$ cat config.mk
export PLATFORM = sky130hd
export DESIGN_NAME = router_fsm
export DESIGN_NICKNAME = d
export VERILOG_FILES = /design/src/rtl/router_pkg.sv /design/src/rtl/router_fsm.sv
export SDC_FILE = /design/constraint.sdc
export NUM_CORES = 1
export LEC_CHECK = 0
export CELL_PAD_IN_SITES_DETAIL_PLACEMENT = 1
export CELL_PAD_IN_SITES_GLOBAL_PLACEMENT = 2
export CORE_MARGIN = 4
export CORE_UTILIZATION = 29
export DETAILED_ROUTE_END_ITERATION = 10
export GPL_TIMING_DRIVEN = 0
export PLACE_DENSITY = 0.85
export SLEW_MARGIN = 10
export SYNTH_ARGS = -nofsm -noshare
export SYNTH_HDL_FRONTEND = slang
export SYNTH_SLANG_ARGS = --single-unit
export TNS_END_PERCENT = 30
$ cat constraint.sdc
create_clock -name clock -period 1.9 [get_ports clock]
set_input_delay 0.285 -clock clock [delete_from_list [all_inputs] [get_ports clock]]
set_output_delay 0.285 -clock clock [all_outputs]
set_load 0.01 [all_outputs]
$ cat src/rtl/router_pkg.sv
// Shared state encoding and port constants for the 1x3 router input path.
package router_pkg;

    typedef enum logic [2:0] {
        DECODE_ADDRESS     = 3'd0,
        LOAD_FIRST_DATA    = 3'd1,
        LOAD_DATA          = 3'd2,
        FIFO_FULL_STATE    = 3'd3,
        LOAD_AFTER_FULL    = 3'd4,
        LOAD_PARITY        = 3'd5,
        CHECK_PARITY_ERROR = 3'd6,
        WAIT_TILL_EMPTY    = 3'd7
    } state_t;

    localparam logic [1:0] ADDR_INVALID = 2'd3;
    localparam int         NUM_PORTS    = 3;

    // Pick one per-port flag by destination address; the invalid address selects nothing.
    function automatic logic port_sel(input logic [NUM_PORTS-1:0] vec, input logic [1:0] addr);
        case (addr)
            2'd0:    return vec[0];
            2'd1:    return vec[1];
            2'd2:    return vec[2];
            default: return 1'b0;
        endcase
    endfunction

endpackage

$ cat src/rtl/router_fsm.sv
// Router input-path control FSM: header decode, load/full/parity sequencing, FIFO write enable.
// Latency: Moore outputs follow the state register, one cycle after the transition edge.
// Backpressure: busy holds the source in every state except DECODE_ADDRESS and LOAD_DATA.
module router_fsm
    import router_pkg::*;
#(
    parameter int ADDR_W     = 2,
    parameter int WAIT_LIMIT = 255
) (
    input  logic              clock,
    input  logic              resetn,
    input  logic              pkt_valid,
    input  logic [ADDR_W-1:0] data_in,
    input  logic              fifo_full,
    input  logic              fifo_empty_0,
    input  logic              fifo_empty_1,
    input  logic              fifo_empty_2,
    input  logic              soft_reset_0,
    input  logic              soft_reset_1,
    input  logic              soft_reset_2,
    input  logic              parity_done,
    input  logic              low_pkt_valid,
    output logic              detect_add,
    output logic              lfd_state,
    output logic              ld_state,
    output logic              laf_state,
    output logic              full_state,
    output logic              rst_int_reg,
    output logic              write_enb_reg,
    output logic              busy,
    output logic              wait_timeout
);

    localparam int              CNT_W      = (WAIT_LIMIT > 2) ? $clog2(WAIT_LIMIT) : 1;
    localparam logic [CNT_W-1:0] CNT_LAST  = CNT_W'((WAIT_LIMIT > 0) ? WAIT_LIMIT - 1 : 0);
    localparam bit              TIMEOUT_EN = (WAIT_LIMIT != 0);

    state_t              state, state_nxt;
    logic [ADDR_W-1:0]   addr_q;
    logic [CNT_W-1:0]    wait_cnt;
    logic                timeout_hit;
    logic [NUM_PORTS-1:0] empty_vec, srst_vec;
    logic                hdr_ok, hdr_empty, sel_empty, sel_srst;

    assign empty_vec = {fifo_empty_2, fifo_empty_1, fifo_empty_0};
    assign srst_vec  = {soft_reset_2, soft_reset_1, soft_reset_0};

    // Header path uses the live address; all later phases use the latched one.
    assign hdr_ok    = pkt_valid && (data_in != ADDR_W'(ADDR_INVALID));
    assign hdr_empty = port_sel(empty_vec, data_in[1:0]);
    assign sel_empty = port_sel(empty_vec, addr_q[1:0]);
    assign sel_srst  = port_sel(srst_vec, addr_q[1:0]);

    always_comb begin
        state_nxt   = state;
        timeout_hit = 1'b0;
        if (state != DECODE_ADDRESS && sel_srst) begin
            state_nxt = DECODE_ADDRESS;
        end else begin
            case (state)
                DECODE_ADDRESS: begin
                    if (hdr_ok)
                        state_nxt = hdr_empty ? LOAD_FIRST_DATA : WAIT_TILL_EMPTY;
                end
                LOAD_FIRST_DATA: state_nxt = LOAD_DATA;
                LOAD_DATA: begin
                    if (fifo_full)
                        state_nxt = FIFO_FULL_STATE;
                    else if (!pkt_valid)
                        state_nxt = LOAD_PARITY;
                end
                FIFO_FULL_STATE: begin
                    if (!fifo_full)
                        state_nxt = LOAD_AFTER_FULL;
                end
                LOAD_AFTER_FULL: begin
                    if (parity_done)
                        state_nxt = DECODE_ADDRESS;
                    else if (low_pkt_valid)
                        state_nxt = LOAD_PARITY;
                    else
                        state_nxt = LOAD_DATA;
                end
                LOAD_PARITY: state_nxt = CHECK_PARITY_ERROR;
                CHECK_PARITY_ERROR: state_nxt = fifo_full ? FIFO_FULL_STATE : DECODE_ADDRESS;
                WAIT_TILL_EMPTY: begin
                    // Empty beats an expiring timeout in the same cycle.
                    if (sel_empty) begin
                        state_nxt = LOAD_FIRST_DATA;
                    end else if (TIMEOUT_EN && wait_cnt == CNT_LAST) begin
                        state_nxt   = DECODE_ADDRESS;
                        timeout_hit = 1'b1;
                    end
                end
                default: state_nxt = DECODE_ADDRESS;
            endcase
        end
    end

    always_ff @(posedge clock or negedge resetn) begin
        if (!resetn) begin
            state        <= DECODE_ADDRESS;
            addr_q       <= '0;
            wait_cnt     <= '0;
            wait_timeout <= 1'b0;
        end else begin
            state        <= state_nxt;
            wait_timeout <= timeout_hit;
            if (state == DECODE_ADDRESS && hdr_ok)
                addr_q <= data_in;
            // Counter only runs while staying in WAIT_TILL_EMPTY, so entry and exit both clear it.
            if (state == WAIT_TILL_EMPTY && state_nxt == WAIT_TILL_EMPTY)
                wait_cnt <= wait_cnt + 1'b1;
            else
                wait_cnt <= '0;
        end
    end

    assign detect_add    = (state == DECODE_ADDRESS);
    assign lfd_state     = (state == LOAD_FIRST_DATA);
    assign ld_state      = (state == LOAD_DATA);
    assign laf_state     = (state == LOAD_AFTER_FULL);
    assign full_state    = (state == FIFO_FULL_STATE);
    assign rst_int_reg   = (state == CHECK_PARITY_ERROR);
    assign write_enb_reg = (state == LOAD_DATA) || (state == LOAD_PARITY) || (state == LOAD_AFTER_FULL);
    assign busy          = !((state == DECODE_ADDRESS) || (state == LOAD_DATA));

endmodule

* Yosys cells after proc, flatten, opt, wreduce, memory -nomap -nowiden
Index checks and enable logic that the tools add are counted.
W data, S select, Z words.
** Storage, ports and cells
- Flip-flop bits (word level) :: 14
** Cells by class
- $add $sub $neg :: 1
- Reductions and logical operators :: 12
- Muxes and demuxes :: 20
- Equal/unequal tests :: 14
** Operators with widths (count)
- $mux W3 :: 10
- $pmux W3 S8 :: 1
- $eq A3 B3 Y1 const B :: 5
- $pmux W1 S3 :: 3
- $add A8 B1 Y8 const B :: 1
- $eq A8 B8 Y1 const B :: 1
- $mux W8 :: 1
- $eq A3 B2 Y1 const B :: 2
- $eq A2 B1 Y1 const B :: 2
- $eq A2 B2 Y1 const B :: 2
- $logic_and A1 B1 Y1 :: 4
- $logic_not A2 Y1 :: 2
- $mux W1 :: 4
- $eq A3 B1 Y1 const B :: 1
- $logic_not A3 Y1 :: 1
- $logic_or A1 B1 Y1 :: 3
- $reduce_bool A3 Y1 :: 1
- $mux W2 :: 1
- $ne A2 B2 Y1 const B :: 1
- $logic_not A1 Y1 :: 1

* Logic depth before layout (Yosys ltp)
- Word-level depth :: 9
- Gate-level depth with buffers :: 6
- Depth with buffers taken out :: 5

* Worst setup path after synthesis
Ideal clock, no wire load.
- Path type :: register -> output
- Start point :: reg state[0]
- End point :: out write_enb_reg
- Data required time :: 1.615 ns
- Cell stages (with the launch flop) :: 5
- Path buffers :: 1
- Setup slack :: 0.371 ns
- Arrival time :: 1.244 ns
- Cell sequence :: dfrtp_1 -> buf_6 -> or2_2 -> nor2_1 -> a21o_1
** On the way
- Longest elaborated chain between the ends :: 3
** Ends and longest elaborated chain
- from (decl) :: line router_fsm.sv:38 : state_t state, state_nxt;
- from (signal assigned) :: line router_fsm.sv:107 : state <= state_nxt;
- $eq A3 B2 Y1
- via ld_state :: line router_fsm.sv:25 : output logic ld_state,
- $logic_or A1 B1 Y1 (2 in a row) :: line router_fsm.sv:125 : assign write_enb_reg = (state == LOAD_DATA) || (state == LOAD_PARITY) || (state == LOAD_AFTER_FULL);
- to (decl) :: line router_fsm.sv:29 : output logic write_enb_reg,
The timed path passes the listed nets, and every way through them passes these cells.

* Worst setup path in the final report
- Start point :: reg state[0]
- End point :: out ld_state
** On the way
- Longest elaborated chain between the ends :: 1
** Ends and longest elaborated chain
- $eq A3 B2 Y1 :: line router_fsm.sv:121 : assign ld_state = (state == LOAD_DATA);
- to (decl) :: line router_fsm.sv:25
No other way between the ends.

==> results.md <==
* # fillers at 362
* Synth unique cells at 36
* Most used flip-flop cell after synthesis: dfrtp_1
* R2R setup slack at roughly 0.28 ns
* Largest area contributor in the netlist: dfrtp_1
* # DRC at 0
* Post-DRT Antenna Nets at 0
* CP endpoint: ld_state
* Synth top area cells: dfrtp_1 38%, nor3_2 8.6%, xor2_1 4.7%
* Peak VDD IR at ~0.54 mV
* CTS root buffer: clkbuf_4
* Unrepaired setup endpoints after global routing: false
* Finished Layout Cells at 162
* Max_slew headroom at between 50 and 60%
* Area delta synth->final at 34.5%
* Core area at 3050 sq um
* CP bufs+invs at 2
* Post-route clock period utilization at 95.0%
* CTS sink count at 14
* Routability Congestion at 0.697
* Mapped Cells at 91
* # rows at 20
* Min-Delay Path Class: in2async
* Worst skew pair latency at 0.29 ns
* Setup CP Type: reg2out
* Max-capacitance violation count at 0
* Yosys reg bits at 14
* DR vias/cell at 4.80
* Crit path max-delay family: simple AND/OR/NAND/NOR gates
* Initial Utilization at 30.5%
* Fin. Hold Viols at 0
* Via count at 778
* Capture point of the worst reg-to-reg path: wait_cnt[5]
* Fmax at approximately 0.55 GHz
* Critical path capture point type: output pin
* Worst r2r src: wait_cnt[0]
* CTS tree: yes
* Status: complete, no violations
* Final Setup Violations at 0
* Worst Setup SP: state[0]
* Critical-path cell list: buf_6, or2_2, nor2_2, clkdlybuf4s15_1
* DP HPWL at 1720 um
* Minimum clock period at roughly 1.8 ns
* Syn Area/Cell at 10.2 sq um
* Final Skew at approximately 0.0063 ns
* Max clock buf depth at 2
* Gr usage total at between 10% and 20%
* Post-Route WL at roughly 2200 um
* Largest net degree at the start of global routing at 15
* Vias in the first global route at just over 800
* Max H-tree Level at 1
* Tightest Pin Transition at ~0.65 ns
* Final Max Slew Viols at 0
* Startpoint types: flip-flop
* Die W at 64.6 um
* Hold WS at between 0.3 and 0.4 ns
* Post-synth EDFFs at 0
* Worst Path Arrival at between 1.5 and 2 ns
* Crit path required time at 1.62 ns
* Power per Cell Area at ~1100 nW/um^2
* Final core utilization at roughly two fifths
* Layout cells sized above 1 at between 20 and 25%
* Count leader, synth: dfrtp_1
* Post-synth top cells: 14 x dfrtp_1, 8 x nor3_2, 5 x o21ai_0, 5 x xor2_1
* Initial drt markers at 7
* FF-to-FF path depth at 6
* Syn nets at 107
* Post-synth top area share at 37.7%
* Total CTS buffers at 3
* Die height at 64.6 um
* Top Ports at 23
* Total design power at approximately 1.4 mW
* CP max stage delay at ~0.40 ns
* Die Area at around 4200 sq um
* Asr flop ratio synth at 100%
* ANT cells at 0
* GRT overflow at 0
* Max Fanout on Critical Path at 10
* First-pass GRT wire length at 3810 um
* IO buf count at 22
* Antenna violations before repair at 0
* Wire length per cell at 13.6 um
* First-pass DRT Iterations at 4
* Cell depth of the worst setup path at 4
* Post-Syn Area at 930 sq um
* Clock Pin Slew Worst Setup and Hold Paths at roughly 0.09 ns
* Post-synthesis sequential area ratio at between 30% and 40%
* Ys Warns at 0
* Leakage at 0.536 nW
* CP max-delay cell: dfrtp_1
* # nets final at 135
* Dpl cells at 157
==> sequential cells by signal, indices dropped and copies added, names as in the netlist <==
name,cells
wait_cnt,8
wait_timeout,1
state,3
addr_q,2
==> worst reg2reg max path, stage by stage, from the launching register on <==
cell and delay [ns]:
dfrtp_1 0.46, inv_1 0.07, ha_1 0.20, nand4_1 0.11, or3b_1 0.37, buf_6 0.16
nor3_2 0.17
==> layer usage <==
layer  global-route usage, %  vias up  share of wire [%]
li1                        -      381                  -
met1                    14.5      370                 42
met2                    19.7       20                 51
met3                    3.47        7                3.9
met4                    5.54        0                2.4
met5                       0        -                  0
==> layout by cell type, fill, tap and decap left out, types with 2 or more instances in the layout <==
cell              n
a21oi_1           2
xor2_1            5
a21oi_2           2
o21ai_0           5
dfrtp_1          14
dlygate4sd2_1     5
o22ai_1           2
ha_1              2
nand2_1           4
buf_6             3
mux2_2            2
inv_1             3
clkdlybuf4s50_1  14
nor3_2            8
and3_1            4
nor3_1            3
nand3b_1          2
nand4_1           2
buf_4             3
nand3_1           4
clkbuf_4          3
mux2i_1           4
==> logic make-up after synthesis <==
family	Yosys count	synth area share [%]
buf+inv	9	6.59
fa+ha+maj	2	2.69
compound gates	16	11.2
mux	6	6.73
flops	14	37.7
xor+xnor	6	5.65
simple gates	38	29.5
==> repair_timing <==
item                       in CTS  in global routing
hold buffers                    0                  0
gates resized for setup        12                  3
buffers inserted                1                  0
setup endpoints to repair       8                  3
==> report_power, final <==
| part | internal [mW] | switching, mW |
|---|---|---|
| clock network | 0.117 | 0.106 |
| registers | 0.348 | 0.0443 |
| logic | 0.352 | 0.418 |
==> layout make-up <==
cell class              count  area, sq um  share of cell area (%)
flip-flops and latches     14          350                    28.0
well taps                  44         55.1                    4.40
clock buffers               4         36.3                    2.90
plain buffers               5         48.8                    3.90
inverters                   4         15.0                    1.20
repair buffers             23          219                    17.5
multi-input cells          68          526                    42.0
==> worst min-delay path by stage <==
| stage | endpoint | depth (start not counted) |
|---|---|---|
| detailed placement | wait_cnt[0] | 1 |
| CTS | state[0] | 1 |
| finish | addr_q[0] | 1 |
| global route | addr_q[0] | 1 |
| floorplan | addr_q[0] | 0 |
| global placement | wait_cnt[0] | 1 |
==> per-stage QoR <==
step	setup TNS [ns]	cell area [sq um]	setup WS [ns]
floorplan	0	930	0.371
global placement	0	1200	0.0102
detailed placement	-0.0183	1200	-0.0183
CTS	-0.0325	1250	-0.0325
global route	0	1250	0.0161
finish	0	1250	0.0955
Power figures use the tool's default switching activity.
